**config.mk**
```make
export PLATFORM = sky130hd
export DESIGN_NAME = huffman_decoder_flat
export DESIGN_NICKNAME = d
export VERILOG_FILES = /design/src/rtl/huffman_decoder_if.sv /design/src/rtl/huffman_decoder.sv /design/src/flat_wrapper.sv
export SDC_FILE = /design/constraint.sdc
export NUM_CORES = 1
export LEC_CHECK = 0
export ABC_AREA = 1
export CAP_MARGIN = 20
export CORE_UTILIZATION = 55
export CTS_CLUSTER_SIZE = 12
export DETAILED_ROUTE_END_ITERATION = 16
export GPL_TIMING_DRIVEN = 0
export PLACE_DENSITY = 0.95
export RECOVER_POWER = 25
export SLEW_MARGIN = 20
export SYNTH_ARGS = -nofsm -noshare
export SYNTH_HDL_FRONTEND = slang
export SYNTH_SLANG_ARGS = --single-unit
```
**constraint.sdc**
```tcl
create_clock -name CLK -period 3.82 [get_ports CLK]
set_clock_uncertainty 0.15 [all_clocks]
set_input_delay 0.382 -clock CLK [delete_from_list [all_inputs] [get_ports CLK]]
set_output_delay 0.382 -clock CLK [all_outputs]
set_load 0.02 [all_outputs]
```
**src/rtl/huffman_decoder_if.sv**
```systemverilog
// Bit-stream / symbol-stream bundle for huffman_decoder.
//   master : drives bit_in, bit_valid, sym_ready; observes bit_ready,
//            sym_out, sym_valid, dec_err (upstream source + downstream sink)
//   slave  : the decoder side
interface huffman_decoder_if;
    logic       bit_in;
    logic       bit_valid;
    logic       bit_ready;
    logic [1:0] sym_out;
    logic       sym_valid;
    logic       sym_ready;
    logic       dec_err;

    modport master (
        output bit_in, bit_valid, sym_ready,
        input  bit_ready, sym_out, sym_valid, dec_err
    );

    modport slave (
        input  bit_in, bit_valid, sym_ready,
        output bit_ready, sym_out, sym_valid, dec_err
    );
endinterface

```
**src/rtl/huffman_decoder.sv**
```systemverilog
// Serial Huffman decoder for a 4-symbol alphabet (A=0, B=1, C=2, D=3).
// A code table (length + right-aligned code per symbol) is latched by
// cfg_load; bits are then shifted in MSB-first and a 2-bit symbol index is
// emitted per complete codeword under a valid/ready handshake.
//
// Ports:
//   CLK, nRST             clock (rising edge), async active-low reset
//   cfg_load              strobe latching code_len_* / code_*
//   code_len_A..D [1:0]   codeword length 1..3, 0 = symbol unused
//   code_A..D     [2:0]   codeword, right-aligned
//   bus (slave)           bit_in/bit_valid/bit_ready, sym_out/sym_valid/
//                         sym_ready, dec_err
//   sym_count             {cnt_D, cnt_C, cnt_B, cnt_A}, only when
//                         HUFFMAN_DECODER_SYM_COUNT_EN is defined
//
// Optional feature macro: HUFFMAN_DECODER_SYM_COUNT_EN
//
// state  | meaning
// UNCFG  | no table loaded, bits refused
// DECODE | shifting bits in, bit_ready=1
// HOLD   | symbol presented, waiting for sym_ready
module huffman_decoder #(
    parameter int MAX_LEN = 3,
    parameter int CNT_W   = 16
) (
    input  logic               CLK,
    input  logic               nRST,
    input  logic               cfg_load,
    input  logic [1:0]         code_len_A,
    input  logic [1:0]         code_len_B,
    input  logic [1:0]         code_len_C,
    input  logic [1:0]         code_len_D,
    input  logic [MAX_LEN-1:0] code_A,
    input  logic [MAX_LEN-1:0] code_B,
    input  logic [MAX_LEN-1:0] code_C,
    input  logic [MAX_LEN-1:0] code_D,
`ifdef HUFFMAN_DECODER_SYM_COUNT_EN
    output logic [4*CNT_W-1:0] sym_count,
`endif
    huffman_decoder_if.slave   bus
);

    typedef enum logic [1:0] {UNCFG, DECODE, HOLD} state_t;

    state_t             state, state_n;
    logic [MAX_LEN-1:0] acc, acc_d, acc_n;
    logic [1:0]         cnt, cnt_d, cnt_n;
    logic [1:0]         sym_q, sym_d;
    logic               err_q, err_d;
    logic [1:0]         len_q  [4];
    logic [MAX_LEN-1:0] code_q [4];
    logic [MAX_LEN-1:0] mask;
    logic [3:0]         hit;
    logic [1:0]         hit_idx;

    assign acc_n = {acc[MAX_LEN-2:0], bus.bit_in};
    assign cnt_n = cnt + 2'd1;

    // Only the low cnt_n bits of the shifted accumulator form the candidate.
    always_comb begin
        mask = '1;
        case (cnt_n)
            2'd1:    mask = MAX_LEN'(1);
            2'd2:    mask = MAX_LEN'(3);
            default: mask = '1;
        endcase
    end

    always_comb begin
        hit     = '0;
        hit_idx = 2'd0;
        for (int i = 0; i < 4; i++) begin
            hit[i] = (len_q[i] == cnt_n) && ((acc_n & mask) == (code_q[i] & mask));
        end
        // Malformed tables with several hits resolve to the lowest index.
        if (hit[0])      hit_idx = 2'd0;
        else if (hit[1]) hit_idx = 2'd1;
        else if (hit[2]) hit_idx = 2'd2;
        else             hit_idx = 2'd3;
    end

    always_comb begin
        state_n = state;
        acc_d   = acc;
        cnt_d   = cnt;
        sym_d   = sym_q;
        err_d   = 1'b0;
        if (cfg_load) begin
            state_n = DECODE;
            acc_d   = '0;
            cnt_d   = '0;
        end else begin
            case (state)
                UNCFG: state_n = UNCFG;
                DECODE: begin
                    if (bus.bit_valid) begin
                        if (|hit) begin
                            sym_d   = hit_idx;
                            state_n = HOLD;
                            acc_d   = '0;
                            cnt_d   = '0;
                        end else if (cnt_n == 2'(MAX_LEN)) begin
                            err_d = 1'b1;
                            acc_d = '0;
                            cnt_d = '0;
                        end else begin
                            acc_d = acc_n;
                            cnt_d = cnt_n;
                        end
                    end
                end
                HOLD: begin
                    if (bus.sym_ready) state_n = DECODE;
                end
                default: state_n = UNCFG;
            endcase
        end
    end

    always_ff @(posedge CLK or negedge nRST) begin
        if (!nRST) begin
            state <= UNCFG;
            acc   <= '0;
            cnt   <= '0;
            sym_q <= '0;
            err_q <= 1'b0;
            for (int i = 0; i < 4; i++) begin
                len_q[i]  <= '0;
                code_q[i] <= '0;
            end
        end else begin
            state <= state_n;
            acc   <= acc_d;
            cnt   <= cnt_d;
            sym_q <= sym_d;
            err_q <= err_d;
            if (cfg_load) begin
                len_q[0]  <= code_len_A;
                len_q[1]  <= code_len_B;
                len_q[2]  <= code_len_C;
                len_q[3]  <= code_len_D;
                code_q[0] <= code_A;
                code_q[1] <= code_B;
                code_q[2] <= code_C;
                code_q[3] <= code_D;
            end
        end
    end

    assign bus.bit_ready = (state == DECODE);
    assign bus.sym_valid = (state == HOLD);
    assign bus.sym_out   = sym_q;
    assign bus.dec_err   = err_q;

`ifdef HUFFMAN_DECODER_SYM_COUNT_EN
    logic [CNT_W-1:0] cnt_sym [4];

    always_ff @(posedge CLK or negedge nRST) begin
        if (!nRST) begin
            for (int i = 0; i < 4; i++) cnt_sym[i] <= '0;
        end else if (cfg_load) begin
            for (int i = 0; i < 4; i++) cnt_sym[i] <= '0;
        end else if ((state == HOLD) && bus.sym_ready && (cnt_sym[sym_q] != '1)) begin
            cnt_sym[sym_q] <= cnt_sym[sym_q] + 1'b1;
        end
    end

    assign sym_count = {cnt_sym[3], cnt_sym[2], cnt_sym[1], cnt_sym[0]};
`endif

endmodule

```
**src/flat_wrapper.sv**
```systemverilog
// flat-port wrapper written by rule: the top's interface ports become plain ports
module huffman_decoder_flat 
#(
    parameter int MAX_LEN = 3,
    parameter int CNT_W   = 16
)
  (CLK, nRST, cfg_load, code_len_A, code_len_B, code_len_C, code_len_D, code_A, code_B, code_C, code_D, bus_bit_in, bus_bit_valid, bus_sym_ready, bus_bit_ready, bus_sym_out, bus_sym_valid, bus_dec_err);
  huffman_decoder_if bus_i ();
  input  logic CLK;
  input  logic nRST;
  input  logic cfg_load;
  input  logic [1:0] code_len_A;
  input  logic [1:0] code_len_B;
  input  logic [1:0] code_len_C;
  input  logic [1:0] code_len_D;
  input  logic [MAX_LEN-1:0] code_A;
  input  logic [MAX_LEN-1:0] code_B;
  input  logic [MAX_LEN-1:0] code_C;
  input  logic [MAX_LEN-1:0] code_D;
  input wire logic [$bits(bus_i.bit_in)-1:0] bus_bit_in;
  input wire logic [$bits(bus_i.bit_valid)-1:0] bus_bit_valid;
  input wire logic [$bits(bus_i.sym_ready)-1:0] bus_sym_ready;
  output wire logic [$bits(bus_i.bit_ready)-1:0] bus_bit_ready;
  output wire logic [$bits(bus_i.sym_out)-1:0] bus_sym_out;
  output wire logic [$bits(bus_i.sym_valid)-1:0] bus_sym_valid;
  output wire logic [$bits(bus_i.dec_err)-1:0] bus_dec_err;
  assign bus_i.bit_in = bus_bit_in;
  assign bus_i.bit_valid = bus_bit_valid;
  assign bus_i.sym_ready = bus_sym_ready;
  assign bus_bit_ready = bus_i.bit_ready;
  assign bus_sym_out = bus_i.sym_out;
  assign bus_sym_valid = bus_i.sym_valid;
  assign bus_dec_err = bus_i.dec_err;
  huffman_decoder #(.MAX_LEN(MAX_LEN), .CNT_W(CNT_W)) u_core (.CLK(CLK), .nRST(nRST), .cfg_load(cfg_load), .code_len_A(code_len_A), .code_len_B(code_len_B), .code_len_C(code_len_C), .code_len_D(code_len_D), .code_A(code_A), .code_B(code_B), .code_C(code_C), .code_D(code_D), .bus(bus_i));
endmodule
```
# After elaboration in Yosys (flattened, before gate mapping)

Index checks and enable logic that the tools add are counted.
W data, S select, Z words.

Bits in registers: 29
Input bits: 26
Word-level logic and storage cells: 70

$add $sub $neg: 1
Equality and inequality tests: 16
Mux-type cells: 24
Bitwise gates (word level): 6
Reductions and logical operators: 10

Operators with widths:

| cell                  | count |
|---|---|
| $mux W2               | 16 |
| $and A3 B3 Y3         | 5 |
| $eq A3 B3 Y1          | 4 |
| $eq A2 B2 Y1          | 4 |
| $eq A2 B2 Y1 const B  | 3 |
| $mux W1               | 6 |
| $ne A3 B3 Y1 const B  | 2 |
| $pmux W3 S2           | 1 |
| $eq A2 B1 Y1 const B  | 2 |
| $logic_and A1 B1 Y1   | 4 |
| $pmux W2 S2           | 1 |
| $reduce_and A4 Y1     | 1 |
| $reduce_bool A2 Y1    | 2 |
| $reduce_or A4 Y1      | 1 |
| $ne A3 B2 Y1 const B  | 1 |
| $reduce_and A3 Y1     | 1 |
| $add A2 B1 Y2 const B | 1 |
| $reduce_and A2 Y1     | 1 |
| $not A1 Y1            | 1 |

# Longest topological paths before layout

Depth in word-level cells: 11
Depth in mapped cells: 14
Depth with buffers taken out: 13

# Least setup slack after synthesis

No wires, ideal clock.

Path kind: register to register
Start: register u_core.cnt[0]
End: register u_core.acc[1]
Setup time: 0.083 ns
Data arrival time: 1.714 ns
Required time: 3.587 ns
Slack: 1.874 ns
Cell stages (with the launch flop): 15
Buffers on the path: 1
Clock period less this slack: 1.946 ns
Path through: dfrtp_1 > inv_2 > ha_1 > buf_6 > inv_1 > nand2_1 > nand2_2 > nand2_1 > nand2_1 > nor2_2 > nor2_2 > nand2_4 > inv_2 > nand3_1 > o21ai_0

Longest elaborated chain between the ends: 11
Elaborated cells on any way between the ends: 28
Those cells by class: add/sub (1); eq/ne (11); mux (6); bitwise (5); reduce/logical (5)

RTL lines:

| what                                                | RTL line               | source |
|---|---|---|
| start: declaration                                  | huffman_decoder.sv:47  | `logic [1:0] cnt, cnt_d, cnt_n;` |
| start signal: assignment                            | huffman_decoder.sv:134 | `cnt <= cnt_d;` |
| $add A2 B1 Y2 *                                     | huffman_decoder.sv:57  | `assign cnt_n = cnt + 2'd1;` |
| $eq A2 B2 Y1 / $eq A2 B1 Y1 (equally long branches) | huffman_decoder.sv:62  | `case (cnt_n)` |
| $pmux W3 S2                                         | huffman_decoder.sv:62  |  |
| $and A3 B3 Y3                                       | huffman_decoder.sv:73  | `hit[i] = (len_q[i] == cnt_n) && ((acc_n & mask) == (code_q[i] & mask));` |
| $eq A3 B3 Y1                                        | huffman_decoder.sv:73  |  |
| $logic_and A1 B1 Y1                                 | huffman_decoder.sv:73  |  |
| $reduce_or A4 Y1                                    | huffman_decoder.sv:97  | `if (\|hit) begin` |
| $mux W2 *                                           | huffman_decoder.sv:97  |  |
| $mux W2 *                                           | huffman_decoder.sv:96  | `if (bus.bit_valid) begin` |
| $mux W2 *                                           | huffman_decoder.sv:93  | `case (state)` |
| $mux W2 *                                           | huffman_decoder.sv:88  | `if (cfg_load) begin` |
| end signal: assignment                              | huffman_decoder.sv:123 | `acc <= '0;` |
| end signal: assignment                              | huffman_decoder.sv:133 | `acc <= acc_d;` |
| end: declaration                                    | huffman_decoder.sv:46  | `logic [MAX_LEN-1:0] acc, acc_d, acc_n;` |

Every way passes the cells marked *; elsewhere a longest branch is shown, timed or not. The select of a mux whose other input is x is not followed.
A chain may end at the register's enable or synchronous reset.

# Final worst setup path

Start: register u_core.cnt[0]
End: register u_core.cnt[0]

Longest elaborated chain between the ends: 11
Elaborated cells on any way between the ends: 28
Those cells by class: add/sub (1); eq/ne (11); mux (6); bitwise (5); reduce/logical (5)

RTL lines:

| what                                                | RTL line |
|---|---|
| $add A2 B1 Y2 *                                     | huffman_decoder.sv:57 |
| $eq A2 B2 Y1 / $eq A2 B1 Y1 (equally long branches) | huffman_decoder.sv:62 |
| $pmux W3 S2                                         | huffman_decoder.sv:62 |
| $and A3 B3 Y3                                       | huffman_decoder.sv:73 |
| $eq A3 B3 Y1                                        | huffman_decoder.sv:73 |
| $logic_and A1 B1 Y1                                 | huffman_decoder.sv:73 |
| $reduce_or A4 Y1                                    | huffman_decoder.sv:97 |
| $mux W2 *                                           | huffman_decoder.sv:97 |
| $mux W2 *                                           | huffman_decoder.sv:96 |
| $mux W2 *                                           | huffman_decoder.sv:93 |
| $mux W2 *                                           | huffman_decoder.sv:88 |

Marks and branches as above.

==> summary.md <==
| Metric | Value |
|---|---|
| Status | `finished, final reports clean` |
| Critical path arrival | `2.33 ns` |
| Placed cells | `284` |
| Overall Global Routing Usage | `26.6%` |
| Core area | `2760 um2` |
| Crit path kind | `reg -> reg` |
| Clock slew at reported path FFs | `0.09 ns` |
| I/O pin cnt | `31` |
| Final Non-Filler Cells | `292` |
| Vias in the first global route | `1511` |
| Final Wtd Congestion | `0.838` |
| RSZ-0062 raised after global routing | `false` |
| Post-synth EDFFs | `0` |
| DRC | `0` |
| Die height | `55.8 um` |
| CTS root buf | `clkbuf_4` |
| Synth Cell Area | `1590 um2` |
| Crit path time final | `2.23 ns` |
| Cell family with the largest share of critical-path delay | `simple AND/OR/NAND/NOR gates` |
| Worst Path Required | `3.92 ns` |
| ANT nets after route | `0` |
| Most used cell, CP | `nand2_1` |
| Die width | `55.8 um` |
| Total of warnings raised by yosys | `0` |
| Slew Limit Fails | `0` |
| DR vias | `1479` |
| Largest net degree at the start of global routing | `30` |
| Netlist cell types | `21` |
| Clock Latency Late Sink | `0.33 ns` |
| CTS buffer count | `5` |
| Ant diodes | `0` |
| Synthesized instance count | `223` |
| #FFs+latches synth | `29` |
| Synthesized area per cell | `7.15 um2` |
| Total power | `835 uW` |
| FP Rows | `19` |
| Initial DRC Count | `39` |
| CTS tree | `yes` |
| Top cell type by total area after synthesis | `dfrtp_1` |
| CP Launch Type | `flip-flop` |
| Vias/cell | `5.07` |
| Max_cap viols | `0` |
| CTS H-tree depth | `2` |
| Final period util | `58.4%` |
| Net count of the mapped netlist | `253` |
| Count leader, synth | `nand2_1` |
| Area growth, synth to finish | `25.0%` |
| Pleak | `1.03 nW` |
| CP cell instances | `inv_2 > ha_1 > buf_6 > inv_1 > nand2_1 > nand2_2 > nand2_1 > nand2_1 > nor2_2 > nor2_2 > nand2_4 > inv_2 > nand3_1 > o21ai_0` |
| Clock tree buffer depth | `2` |
| Setup Viol. Count Final | `0` |
| Routed wire per std cell | `11.7 um` |
| Area contributors post-synth | `dfrtp_1, nand2_1, inv_1` |
| DRT Wirelength | `3410 um` |
| Max_slew headroom | `1.46%` |
| Tightest Hold Check Type | `reg -> reg` |
| Peak supply drop | `0.291 mV` |
| First-pass GRT wire length | `6350 um` |
| Die area | `3120 um2` |
| Sequential fraction of the synthesis area | `45.5%` |
| Least-Margin Pin Slew | `1.48 ns` |
| Antenna violations before repair | `0` |
| Post-layout net count | `291` |
| Main flop type after synthesis | `dfrtp_1` |
| Crit path capture type | `flip-flop` |
| Aggregate global routing overflow | `0` |
| Num Clock Sinks | `29` |
| Power density over the cells | `419 nW/um2` |
| CP Buf/Inv Count | `4` |
| Reg2reg setup slack | `1.59 ns` |
| Top post-synthesis cells by count | `nand2_1, dfrtp_1, inv_1, o21ai_0, nor2_1` |
| Pre-antenna DRT Iters | `4` |
| Share of flip-flops with an asynchronous set or reset | `100%` |
| Input/output buffers | `30` |
| Post-CTS setup buffers | `0` |
| HPWL after DPL | `2590 um` |
| Worst-path fanout max | `9` |
| Max Fclk | `448 MHz` |
| Hold Fails Final Rpt | `0` |
| Share of post-route cells with drive strength above 1 | `6.13%` |
| Sum Neg Setup Slack | `0 ns` |
| Crit-path slowest cell | `dfrtp_1` |
| Slowest stage delay, CP | `0.50 ns` |
| Area fraction of the dominant cell type after synthesis | `45.5%` |
| Initial core utilization | `57.8%` |
==> kinds of logic (layout without fill, tap and decap cells) <==
| kind of cell | count (synthesis) | in the layout | share of synthesized area (%) |
|---|---|---|---|
| compound gates | 21 | 21 | 6.83 |
| flops | 29 | 29 | 45.5 |
| buf+inv | 33 | 71 | 8.24 |
| simple gates | 132 | 132 | 34.1 |
| fa+ha+maj | 4 | 4 | 3.14 |
| xor+xnor | 4 | 4 | 2.20 |
==> power breakdown <==
part	internal (mW)	switching [mW]
Combinational	0.117	0.162
Clock	0.0866	0.101
Sequential	0.343	0.0257
Total	0.546	0.288
==> placed cells by master, fill, tap and decap left out, drive strengths merged <==
cell / synthesis / layout
nand2: 97 / 97
clkdlybuf4s50: 0 / 29
dfrtp: 29 / 29
inv: 28 / 28
o21ai: 19 / 19
nor2: 19 / 19
nand3: 13 / 13
clkbuf: 3 / 11
xnor2: 4 / 4
ha: 4 / 4
nand4: 2 / 2
buf: 2 / 2
nor3: 1 / 1
a31oi: 1 / 1
a21boi: 1 / 1
dlygate4sd3: 0 / 1
==> flip-flops by register name, summed over array words and instances, names as in the netlist <==
register and count:
u_core.state 2, u_core.bus.sym_out 2, u_core.code_q 12, u_core.cnt 2, u_core.len_q 8, u_core.bus.dec_err 1
u_core.acc 2
==> stage by stage <==
stage               cell area (um2)  worst slack (ns)  hold WS (ns)  util (%)
detailed placement             1930              1.61         0.284      69.9
CTS                            1990              1.58         0.333      72.3
global placement               1930              1.68         0.309      70.1
finish                         1990              1.59         0.327      72.2
floorplan                      1590              1.87       -0.0636         -
global route                   1990              1.39         0.386      72.2
==> per-layer routing <==
metal	GRT usage (%)	vias up	routed length, um
li1	-	755	-
met1	31.1	677	1490
met5	0	-	0
met3	7.44	13	122
met4	13.2	0	109
met2	45.1	34	1690
==> worst register-to-register path: stages, from the launching register on <==
cell	delay [ns]
dfrtp_1	0.50
inv_2	0.15
ha_1	0.33
buf_6	0.14
inv_1	0.05
nand2_1	0.06
nand2_2	0.12
nand2_1	0.06
nand2_1	0.07
nor2_2	0.05
nor2_2	0.17
nand2_4	0.10
inv_2	0.08
nand3_1	0.06
o21ai_0	0.08
==> layout make-up <==
class / instances / area (um2)
Timing Repair Buffer: 31 / 304
Sequential cell: 29 / 726
Inverter: 28 / 105
Clock buffer: 7 / 55.1
Fill cell: 223 / 766
Buffer: 5 / 26.3
Tap cell: 31 / 38.8
Multi-Input combinational cell: 161 / 737
==> final timing paths <==
kind | to | start | cells past startpoint
worst max-delay path | u_core.cnt[0] | u_core.cnt[0] | 14
worst min-delay path | u_core.bus.sym_out[1] | u_core.bus.sym_out[1] | 2
worst max register to register | u_core.cnt[0] | u_core.cnt[0] | 14
worst min register to register | u_core.bus.sym_out[1] | u_core.bus.sym_out[1] | 2
max in group asynchronous | u_core.code_q[5] | nRST | 2
min in group asynchronous | u_core.code_q[6] | nRST | 2
==> what timing repair did <==
action                                  4_1_cts  5_1_grt
hold buffers                                  1        0
endpoints found under the setup margin        0        0
gates resized for setup                       0        0
hold endpoints to repair                     29        0
(Power assumes the default switching activity.)
